[src/rtl/axi_stream_to_bt656.sv]
// AXI4-Stream YCbCr 4:2:2 to 8-bit BT.656 serialiser (progressive, F=0).
// Define BT656_TX_STATS_EN to add the underflow_cnt_o / frame_cnt_o statistics outputs.
module axi_stream_to_bt656 #(
    parameter int DW = 32
) (
    input  logic          axi_clk_i,
    input  logic          axi_rstn_i,
    input  logic          enable_i,
    input  logic          pix_ce_i,
    input  logic [10:0]   cfg_width_i,
    input  logic [10:0]   cfg_height_i,
    input  logic [9:0]    cfg_hblank_i,
    input  logic [7:0]    cfg_vblank_i,
    input  logic [DW-1:0] s_tdata,
    input  logic          s_tvalid,
    output logic          s_tready,
    input  logic          s_tuser,
    input  logic          s_tlast,
    output logic [7:0]    bt656_data_o,
    output logic          bt656_valid_o,
    output logic          frame_start_o,
    output logic          underflow_o
`ifdef BT656_TX_STATS_EN
    ,
    output logic [15:0]   underflow_cnt_o,
    output logic [15:0]   frame_cnt_o
`endif
);

    if (DW != 32) begin : g_dw_check
        $error("axi_stream_to_bt656: DW must be 32");
    end

    typedef enum logic [2:0] {ST_IDLE, ST_EAV, ST_HBLANK, ST_SAV, ST_ACTIVE} state_t;

    state_t      state;
    logic [11:0] cnt;
    logic [11:0] line;
    logic [10:0] w_l;
    logic [10:0] h_l;
    logic [9:0]  hb_l;
    logic [7:0]  vb_l;
    logic [31:0] hold;
    logic        grp_blank;
    logic        line_done;
    logic        flush_pend;

    logic [11:0] act_bytes;
    logic        vblank_line;
    logic        last_line;
    logic        act_last;
    logic        last_grp;
    logic        grp_slot;
    logic        take;
    logic        flush_win;
    logic        flush_take;
    logic        uf_set;
    logic        fs_set;
    logic        start_frame;
    logic [7:0]  xy;
    logic [7:0]  code_byte;
    logic [7:0]  blank_byte;
    logic [7:0]  hold_byte;

    always_comb begin
        act_bytes   = {w_l, 1'b0};
        vblank_line = line < {4'b0, vb_l};
        last_line   = line == ({4'b0, vb_l} + {1'b0, h_l} - 12'd1);
        act_last    = cnt == act_bytes - 12'd1;
        last_grp    = cnt == act_bytes - 12'd4;
        // A group slot only exists at byte phase 0 of an active line not already ended by s_tlast.
        grp_slot    = (state == ST_ACTIVE) && !vblank_line && (cnt[1:0] == 2'd0) && !line_done;
        take        = grp_slot && s_tvalid;
        flush_win   = (vblank_line && (state != ST_IDLE)) ||
                      (flush_pend && ((state == ST_EAV) || (state == ST_HBLANK)));
        flush_take  = flush_win && s_tvalid && !s_tuser;
        s_tready    = pix_ce_i && (take || flush_take);
        uf_set      = pix_ce_i && grp_slot && !s_tvalid;
        fs_set      = pix_ce_i && (state == ST_EAV) && (cnt == 12'd0) && (line == 12'd0);
        start_frame = pix_ce_i && enable_i &&
                      ((state == ST_IDLE) || ((state == ST_ACTIVE) && act_last && last_line));

        if (vblank_line) xy = (state == ST_EAV) ? 8'hB6 : 8'hAB;
        else             xy = (state == ST_EAV) ? 8'h9D : 8'h80;
        case (cnt[1:0])
            2'd0:    code_byte = 8'hFF;
            2'd3:    code_byte = xy;
            default: code_byte = 8'h00;
        endcase
        blank_byte = cnt[0] ? 8'h10 : 8'h80;
        case (cnt[1:0])
            2'd1:    hold_byte = hold[15:8];
            2'd2:    hold_byte = hold[23:16];
            2'd3:    hold_byte = hold[31:24];
            default: hold_byte = hold[7:0];
        endcase
    end

    always_ff @(posedge axi_clk_i or negedge axi_rstn_i) begin
        if (!axi_rstn_i) begin
            state         <= ST_IDLE;
            cnt           <= '0;
            line          <= '0;
            w_l           <= '0;
            h_l           <= '0;
            hb_l          <= '0;
            vb_l          <= '0;
            hold          <= '0;
            grp_blank     <= 1'b0;
            line_done     <= 1'b0;
            flush_pend    <= 1'b0;
            bt656_data_o  <= '0;
            bt656_valid_o <= 1'b0;
            frame_start_o <= 1'b0;
            underflow_o   <= 1'b0;
        end else begin
            bt656_valid_o <= pix_ce_i;
            frame_start_o <= fs_set;
            underflow_o   <= uf_set;
            if (start_frame) begin
                w_l  <= cfg_width_i;
                h_l  <= cfg_height_i;
                hb_l <= cfg_hblank_i;
                vb_l <= cfg_vblank_i;
                line <= '0;
            end
            if (pix_ce_i) begin
                // A stale-line flush ends at the s_tlast beat or at an s_tuser beat, which stays held.
                if (flush_pend && s_tvalid && (s_tuser || s_tlast) &&
                    ((state == ST_EAV) || (state == ST_HBLANK)))
                    flush_pend <= 1'b0;
                unique case (state)
                    ST_IDLE: begin
                        bt656_data_o <= 8'h10;
                        if (enable_i) begin
                            state      <= ST_EAV;
                            cnt        <= '0;
                            line_done  <= 1'b0;
                            flush_pend <= 1'b0;
                        end
                    end
                    ST_EAV: begin
                        bt656_data_o <= code_byte;
                        if (cnt == 12'd3) begin
                            cnt   <= '0;
                            state <= ST_HBLANK;
                        end else begin
                            cnt <= cnt + 12'd1;
                        end
                    end
                    ST_HBLANK: begin
                        bt656_data_o <= blank_byte;
                        if (cnt == {2'b0, hb_l} - 12'd1) begin
                            cnt   <= '0;
                            state <= ST_SAV;
                        end else begin
                            cnt <= cnt + 12'd1;
                        end
                    end
                    ST_SAV: begin
                        bt656_data_o <= code_byte;
                        flush_pend   <= 1'b0;
                        if (cnt == 12'd3) begin
                            cnt   <= '0;
                            state <= ST_ACTIVE;
                        end else begin
                            cnt <= cnt + 12'd1;
                        end
                    end
                    ST_ACTIVE: begin
                        if (vblank_line) begin
                            bt656_data_o <= blank_byte;
                        end else if (cnt[1:0] == 2'd0) begin
                            if (take) begin
                                bt656_data_o <= s_tdata[7:0];
                                hold         <= s_tdata[31:0];
                                grp_blank    <= 1'b0;
                                if (s_tlast && !last_grp) line_done  <= 1'b1;
                                if (!s_tlast && last_grp) flush_pend <= 1'b1;
                            end else begin
                                bt656_data_o <= blank_byte;
                                grp_blank    <= 1'b1;
                            end
                        end else begin
                            bt656_data_o <= grp_blank ? blank_byte : hold_byte;
                        end
                        if (act_last) begin
                            cnt       <= '0;
                            line_done <= 1'b0;
                            if (!last_line) begin
                                line  <= line + 12'd1;
                                state <= ST_EAV;
                            end else if (enable_i) begin
                                state <= ST_EAV;
                            end else begin
                                line  <= '0;
                                state <= ST_IDLE;
                            end
                        end else begin
                            cnt <= cnt + 12'd1;
                        end
                    end
                    default: state <= ST_IDLE;
                endcase
            end
        end
    end

`ifdef BT656_TX_STATS_EN
    always_ff @(posedge axi_clk_i or negedge axi_rstn_i) begin
        if (!axi_rstn_i) begin
            underflow_cnt_o <= '0;
            frame_cnt_o     <= '0;
        end else begin
            if (uf_set && (underflow_cnt_o != 16'hFFFF)) underflow_cnt_o <= underflow_cnt_o + 16'd1;
            if (fs_set) frame_cnt_o <= frame_cnt_o + 16'd1;
        end
    end
`endif

endmodule

[config.mk]
export PLATFORM = sky130hd
export DESIGN_NAME = axi_stream_to_bt656
export DESIGN_NICKNAME = d
export VERILOG_FILES = /design/src/rtl/axi_stream_to_bt656.sv
export SDC_FILE = /design/constraint.sdc
export NUM_CORES = 1
export LEC_CHECK = 0
export BUFFER_PORTS_ARGS = -buffer_cell sky130_fd_sc_hd__buf_2
export CORE_ASPECT_RATIO = 0.6
export CORE_MARGIN = 1.5
export CORE_UTILIZATION = 30
export CTS_CLUSTER_DIAMETER = 120
export DETAILED_ROUTE_END_ITERATION = 7
export REMOVE_ABC_BUFFERS = 1
export SLEW_MARGIN = 20
export SYNTH_ARGS = -nofsm -noshare
export SYNTH_HDL_FRONTEND = slang
export SYNTH_SLANG_ARGS = --single-unit
[constraint.sdc]
create_clock -name axi_clk_i -period 7.3 [get_ports axi_clk_i]
set_input_delay 1.095 -clock axi_clk_i [delete_from_list [all_inputs] [get_ports axi_clk_i]]
set_output_delay 1.095 -clock axi_clk_i [all_outputs]
set_load 0.02 [all_outputs]
# Yosys cells after proc, flatten, opt, wreduce, memory -nomap -nowiden
# Index checks and enable logic that the tools add are counted.
[totals]
register_bits = 113
latchBits = 0
ramBits = 0
rom_bits = 0
inputBits = 79
output_inout_bits = 12
elab_cells = 138
memories = 0
[classes]
add_sub_neg = 7
multipliers = 0
n_div = 0
n_lt_le_gt_ge = 1
n_eq_ne = 21
shift = 0
n_mux = 45
n_bitwise = 1
n_reduce_logical = 48
[op_table]
columns = ["cell", "n"]
rows = [
  ["2-to-1 mux 12 bit", 10],
  ["equality test 12 bit", 4],
  ["case mux 12 bit (4 select lines)", 1],
  ["2-to-1 mux 8 bit", 5],
  ["case mux 8 bit (4 select lines)", 1],
  ["adder 12 x 1 -> 12 bit, second input constant", 2],
  ["logical NOT 12 bit", 2],
  ["case mux 8 bit (3 select lines)", 1],
  ["subtractor 12 x 1 -> 12 bit, second input constant", 2],
  ["logical AND 1 bit", 23],
  ["case mux 8 bit (2 select lines)", 1],
  ["2-to-1 mux 1 bit", 15],
  ["2-to-1 mux 3 bit", 5],
  ["case mux 3 bit (5 select lines)", 1],
  ["adder 8 x 11 -> 12 bit", 1],
  ["equality test 12 x 2 -> 1 bit, second input constant", 1],
  ["< comparator 12 x 8 -> 1 bit", 1],
  ["subtractor 12 x 3 -> 12 bit, second input constant", 1],
  ["subtractor 10 x 1 -> 11 bit, second input constant", 1],
  ["2-to-1 mux 5 bit", 2],
  ["!= test 3 bit, second input constant", 3],
  ["AND reduction 7 bit", 1],
  ["equality test 3 x 2 -> 1 bit, second input constant", 2],
  ["logical NOT 1 bit", 6],
  ["other kinds (23)", 31],
]

# Depth between registers and ports, before layout
[depth]
depth_word = 12
ltp_mapped = 14
ltp_nobuf = 13

# Least setup slack after synthesis
# No wires, ideal clock.
[synth_timing]
path_type = "register to register"
start = "register vb_l[1]"
end = "register line[11]"
arrival_ns = 3.382
required_time_ns = 7.176
setup_slack_ns = 3.794
path_stages_with_launch = 15
path_buffers = 1
cell_sequence = "dfrtp_1 inv_1 ha_1 inv_1 ha_1 fa_1 a21o_1 a211o_1 a2111oi_0 or3_1 xnor2_1 o41ai_4 buf_6 nor2_1 a211o_1"
[synth_between]
elab_chain_len = 12
[synth_lines]
columns = ["item", "line_no", "text"]
rows = [
  ["start, declared", "42", "logic [7:0] vb_l;"],
  ["start signal, assigned", "124", "vb_l <= cfg_vblank_i;"],
  ["adder 8 x 11 -> 12 bit (*)", "68", "last_line = line == ({4'b0, vb_l} + {1'b0, h_l} - 12'd1);"],
  ["subtractor 12 x 1 -> 12 bit (*)", "68", ""],
  ["equality test 12 bit (*)", "68", ""],
  ["logical AND 1 bit", "81", "((state == ST_IDLE) || ((state == ST_ACTIVE) && act_last && last_line));"],
  ["logical OR 1 bit", "81", ""],
  ["logical AND 1 bit", "80", "start_frame = pix_ce_i && enable_i &&"],
  ["2-to-1 mux 12 bit", "120", "if (start_frame) begin"],
  ["2-to-1 mux 12 bit", "193", "end else if (enable_i) begin"],
  ["2-to-1 mux 12 bit", "190", "if (!last_line) begin"],
  ["2-to-1 mux 12 bit", "187", "if (act_last) begin"],
  ["2-to-1 mux 12 bit", "132", "unique case (state)"],
  ["2-to-1 mux 12 bit (*)", "127", "if (pix_ce_i) begin"],
  ["end signal, assigned", "191", "line <= line + 12'd1;"],
  ["end, declared", "38", "logic [11:0] line;"],
]
# Mark *: on every way between the ends. The rest lies on a longest branch, timed or not.
# A chain may end at the register's enable or synchronous reset.

# Worst setup path after layout
[layout_timing]
start = "register vb_l[1]"
end = "register hb_l[6]"
[layout_between]
elab_chain_len = 6
[layout_lines]
columns = ["item", "line_no", "text"]
rows = [
  ["adder 8 x 11 -> 12 bit", "68", ""],
  ["subtractor 12 x 1 -> 12 bit", "68", ""],
  ["equality test 12 bit", "68", ""],
  ["logical AND 1 bit", "81", ""],
  ["logical OR 1 bit", "81", ""],
  ["logical AND 1 bit", "80", ""],
  ["end signal, assigned", "123", "hb_l <= cfg_hblank_i;"],
  ["end, declared", "41", "logic [9:0] hb_l;"],
]
# No other way between the ends.

==> qor.csv <==
stage,metric,value,unit
global_route,largest net degree at the start of global routing,66,
finish,fill cell count,2393,
setup_path,WP data arrival,4.60,ns
logic_synthesis,Cells after Synth,750,
cts,CTS tree,built,
setup_path,CP Data Required Time,7.54,ns
timing,crit share post-route,59.7,%
logic_synthesis,Synth Area in Compound Gates,15.4,%
drt,DR vias,5840,
cts,Post-CTS Resized,0,
drt,wire length per cell,16.4,um
floorplanning,Rows,43,
timing,RSZ-0062 raised after global routing,no,
timing,f_max,0.229,GHz
floorplanning,Initial Util,30.6,%
logic_synthesis,predominant post-synthesis flop cell,dfrtp_1,
timing,final hold vios,0,
global_route,vias in the first global route,5569,
drt,Antenna Nets Post-Route,0,
placement,GP Congestion,0.858,
setup_path,Max stage delay on crit path,0.62,ns
drt,Initial DRC Count,509,
logic_synthesis,"EDFF count, synth",0,
timing,hold slack,0.490,ns
global_route,antenna violations before repair,0,
logic_synthesis,Synth area leader,dfrtp_1,
setup_path,worst-path cell chain,"inv_1, ha_1, inv_1, ha_1, fa_1, a21o_1, a211o_1, a2111oi_0, or3_1, xnor2_1, nor3b_1, a21oi_4, buf_4, mux2_2",
floorplanning,core area,23100,um2
logic_synthesis,"flops & latches, synth",105,
run,Max-Cap Viols,0,
finish,# nets final,931,
logic_synthesis,Synth top area share,37.2,%
finish,area of the multi-input gates,4080,um2
timing,clk_skew,0.0111,ns
finish,register area,2630,um2
finish,P&R area growth vs syn,14.7,%
cts,CTS Sinks,105,
timing,Worst Max-Slew Pin Slew,0.978,ns
logic_synthesis,Avg Inst Size Synth,9.41,um2
timing,Worst slew margin,34.5,%
power,PD cells,414,nW/um2
cts,CTS buffer count,9,
logic_synthesis,synthesized cell area,7060,um2
cts,clk slew on worst S/H paths,0.08,ns
cts,clk root buf,clkbuf_16,
logic_synthesis,Area contributors post-synth,"dfrtp_1 (37%), mux2_2 (11%), ha_1 (6.2%)",
timing,fin. max-slew vios,0,
drt,drt total wl,18700,um
placement,DP HPWL,14200,um
drt,Post-route DRC,0,
cts,Max clock buf depth,2,
floorplanning,# IOs,91,
logic_synthesis,Synth Area in Simple Gates,17.3,%
hold_path,Hold Crit Class,flip-flop to flip-flop,
setup_path,crit end category,flip-flop,
finish,layout cell share with drive strength beyond 1,23.3,%
cts,Post-CTS Setup Repair Bufs,0,
timing,Fin Setup TNS,0,ns
logic_synthesis,largest family of logic cells by synthesized area,simple AND/OR/NAND/NOR gates,
setup_path,"Max FO, Critical Path",21,
global_route,GRT Overall Usage,15.9,%
cts,Skew-Pair Late Insertion Delay,0.37,ns
floorplanning,die area,24500,um2
floorplanning,Die Y,122,um
cts,Hold Buf Count CTS,0,
timing,Finish-stage setup viols,0,
logic_synthesis,YS warnings,0,
placement,PortBufs,90,
logic_synthesis,count of cell types in the netlist,68,
setup_path,CP Class,flip-flop to flip-flop,
drt,routed vias/inst,5.14,
setup_path,CP Launch Type,flip-flop,
logic_synthesis,Synth Area in XOR/XNOR,6.82,%
floorplanning,overall die width,201,um
logic_synthesis,Synth Area in Adders,6.49,%
global_route,aggregate global routing overflow,0,
cts,H-tree Lvls,3,
status,status,"finished, final reports clean",
power,Static Leak,3.67,nW
logic_synthesis,ys async rst share,100,%
timing,Period minus WS final,4.36,ns
logic_synthesis,mux cell area share after synthesis,11.5,%
power,VDD IR-drop max,0.178,mV
drt,DRT Pass-1 Iters,5,
finish,Ant. Diodes,0,
global_route,first-pass GRT wire length,30800,um
setup_path,"Slowest-stage cell, CP",a21oi_4,
logic_synthesis,sequential area share after synthesis,37.2,%
## per-layer routing
| metal | share of wire, % | wire (um) | track usage [%] | up-vias |
|---|---|---|---|---|
| met5 | 0 | 0 | 0 | - |
| met4 | 1.0 | 193 | 3.48 | 0 |
| met3 | 6.3 | 1180 | 3.88 | 14 |
| met2 | 37 | 6970 | 21.0 | 174 |
| met1 | 55 | 10300 | 25.3 | 2813 |
| li1 | - | - | - | 2839 |
## final timing paths
check,slack (ns),depth (start not counted),end,startpoint
setup / recovery,2.94,14,hb_l[6]$_DFFE_PN0P_,vb_l[1]$_DFFE_PN0P_
min in group asynchronous,0.71,1,hb_l[2]$_DFFE_PN0P_,axi_rstn_i
hold reg to reg,0.49,2,bt656_data_o[0]$_DFFE_PN0P_,bt656_data_o[0]$_DFFE_PN0P_
hold / removal,0.49,2,bt656_data_o[0]$_DFFE_PN0P_,bt656_data_o[0]$_DFFE_PN0P_
setup reg to reg,2.94,14,hb_l[6]$_DFFE_PN0P_,vb_l[1]$_DFFE_PN0P_
max in group asynchronous,5.33,2,bt656_data_o[2]$_DFFE_PN0P_,axi_rstn_i
## cell usage in the layout (no fill, tap or decap), types with 30 or more instances in the layout
cell / count
o21ai_0: 34
nand2_1: 49
xnor2_1: 39
ha_1: 35
mux2_2: 66
buf_2: 89
dfrtp_1: 105
nand3_1: 30
nor2_1: 46
inv_1: 56
## report_power, final
group / switching [mW] / internal [mW]
clock network: 0.234 / 0.279
logic: 1.09 / 0.807
registers: 0.209 / 0.735
total: 1.53 / 1.82
## worst max-delay path, delay by kind of cell (launching register included)
family,cells,cell delay [ns]
AO/OA/AOI/OAI,4,1.51
XOR/XNOR,1,0.22
adder cells (fa/ha/maj),3,0.90
buffers and inverters,3,0.52
flip-flops,1,0.34
multiplexers,1,0.38
AND/OR/NAND/NOR,2,0.35
## through the flow
stage | setup WS, ns | utilization (%) | cells | instance area [um2] | total power, mW
finish | 2.94 | 35.1 | 1136 | 8100 | 3.35
detailed placement | 2.96 | 33.8 | 1120 | 7790 | 2.82
CTS | 2.92 | 35.1 | 1136 | 8100 | 3.35
global route | 2.63 | 35.1 | 1136 | 8100 | 3.65
floorplan | 2.23 | - | 711 | 6900 | 2.35
global placement | 3.09 | 33.8 | 1120 | 7790 | 2.79
## cell usage after synthesis (8+ instances only)
| library cell | instances |
|---|---|
| a31oi_1 | 11 |
| clkbuf_1 | 30 |
| ha_1 | 35 |
| o21ai_0 | 34 |
| dfrtp_1 | 105 |
| a21oi_1 | 26 |
| inv_1 | 56 |
| a211o_1 | 11 |
| xnor2_1 | 39 |
| mux2_2 | 66 |
| nor4_1 | 14 |
| xor2_1 | 16 |
| nor2_1 | 46 |
| a21o_1 | 12 |
| nor3_1 | 21 |
| a222oi_1 | 8 |
| nor3b_1 | 11 |
| nand3_1 | 30 |
| and3_1 | 11 |
| nand2_1 | 49 |
## state kept, by name (all words and copies together), names as in the netlist, 3 cells and up
signal and count:
bt656_data_o 8, cnt 12, h_l 11, hb_l 10, hold 24, line 12, state 3, vb_l 8
w_l 11
## cell type report
cell class | count | share of cell area [%]
flip-flops and latches | 105 | 32.5
well taps | 315 | 4.87
clock inverters | 5 | 0.773
clock buffers | 11 | 3.00
repair buffers | 94 | 5.97
multi-input cells | 550 | 50.3
inverters | 56 | 2.60
## logic make-up (layout without fill, tap and decap cells)
family | Yosys count | after routing
muxes | 73 | 73
DFF | 105 | 105
buffers and inverters | 95 | 166
adders and majority gates | 36 | 36
AOI/OAI and AO/OA | 154 | 154
and+or+nand+nor | 232 | 232
xor gates and xnor gates | 55 | 55
No activity file was read; power rests on OpenSTA's default activity.
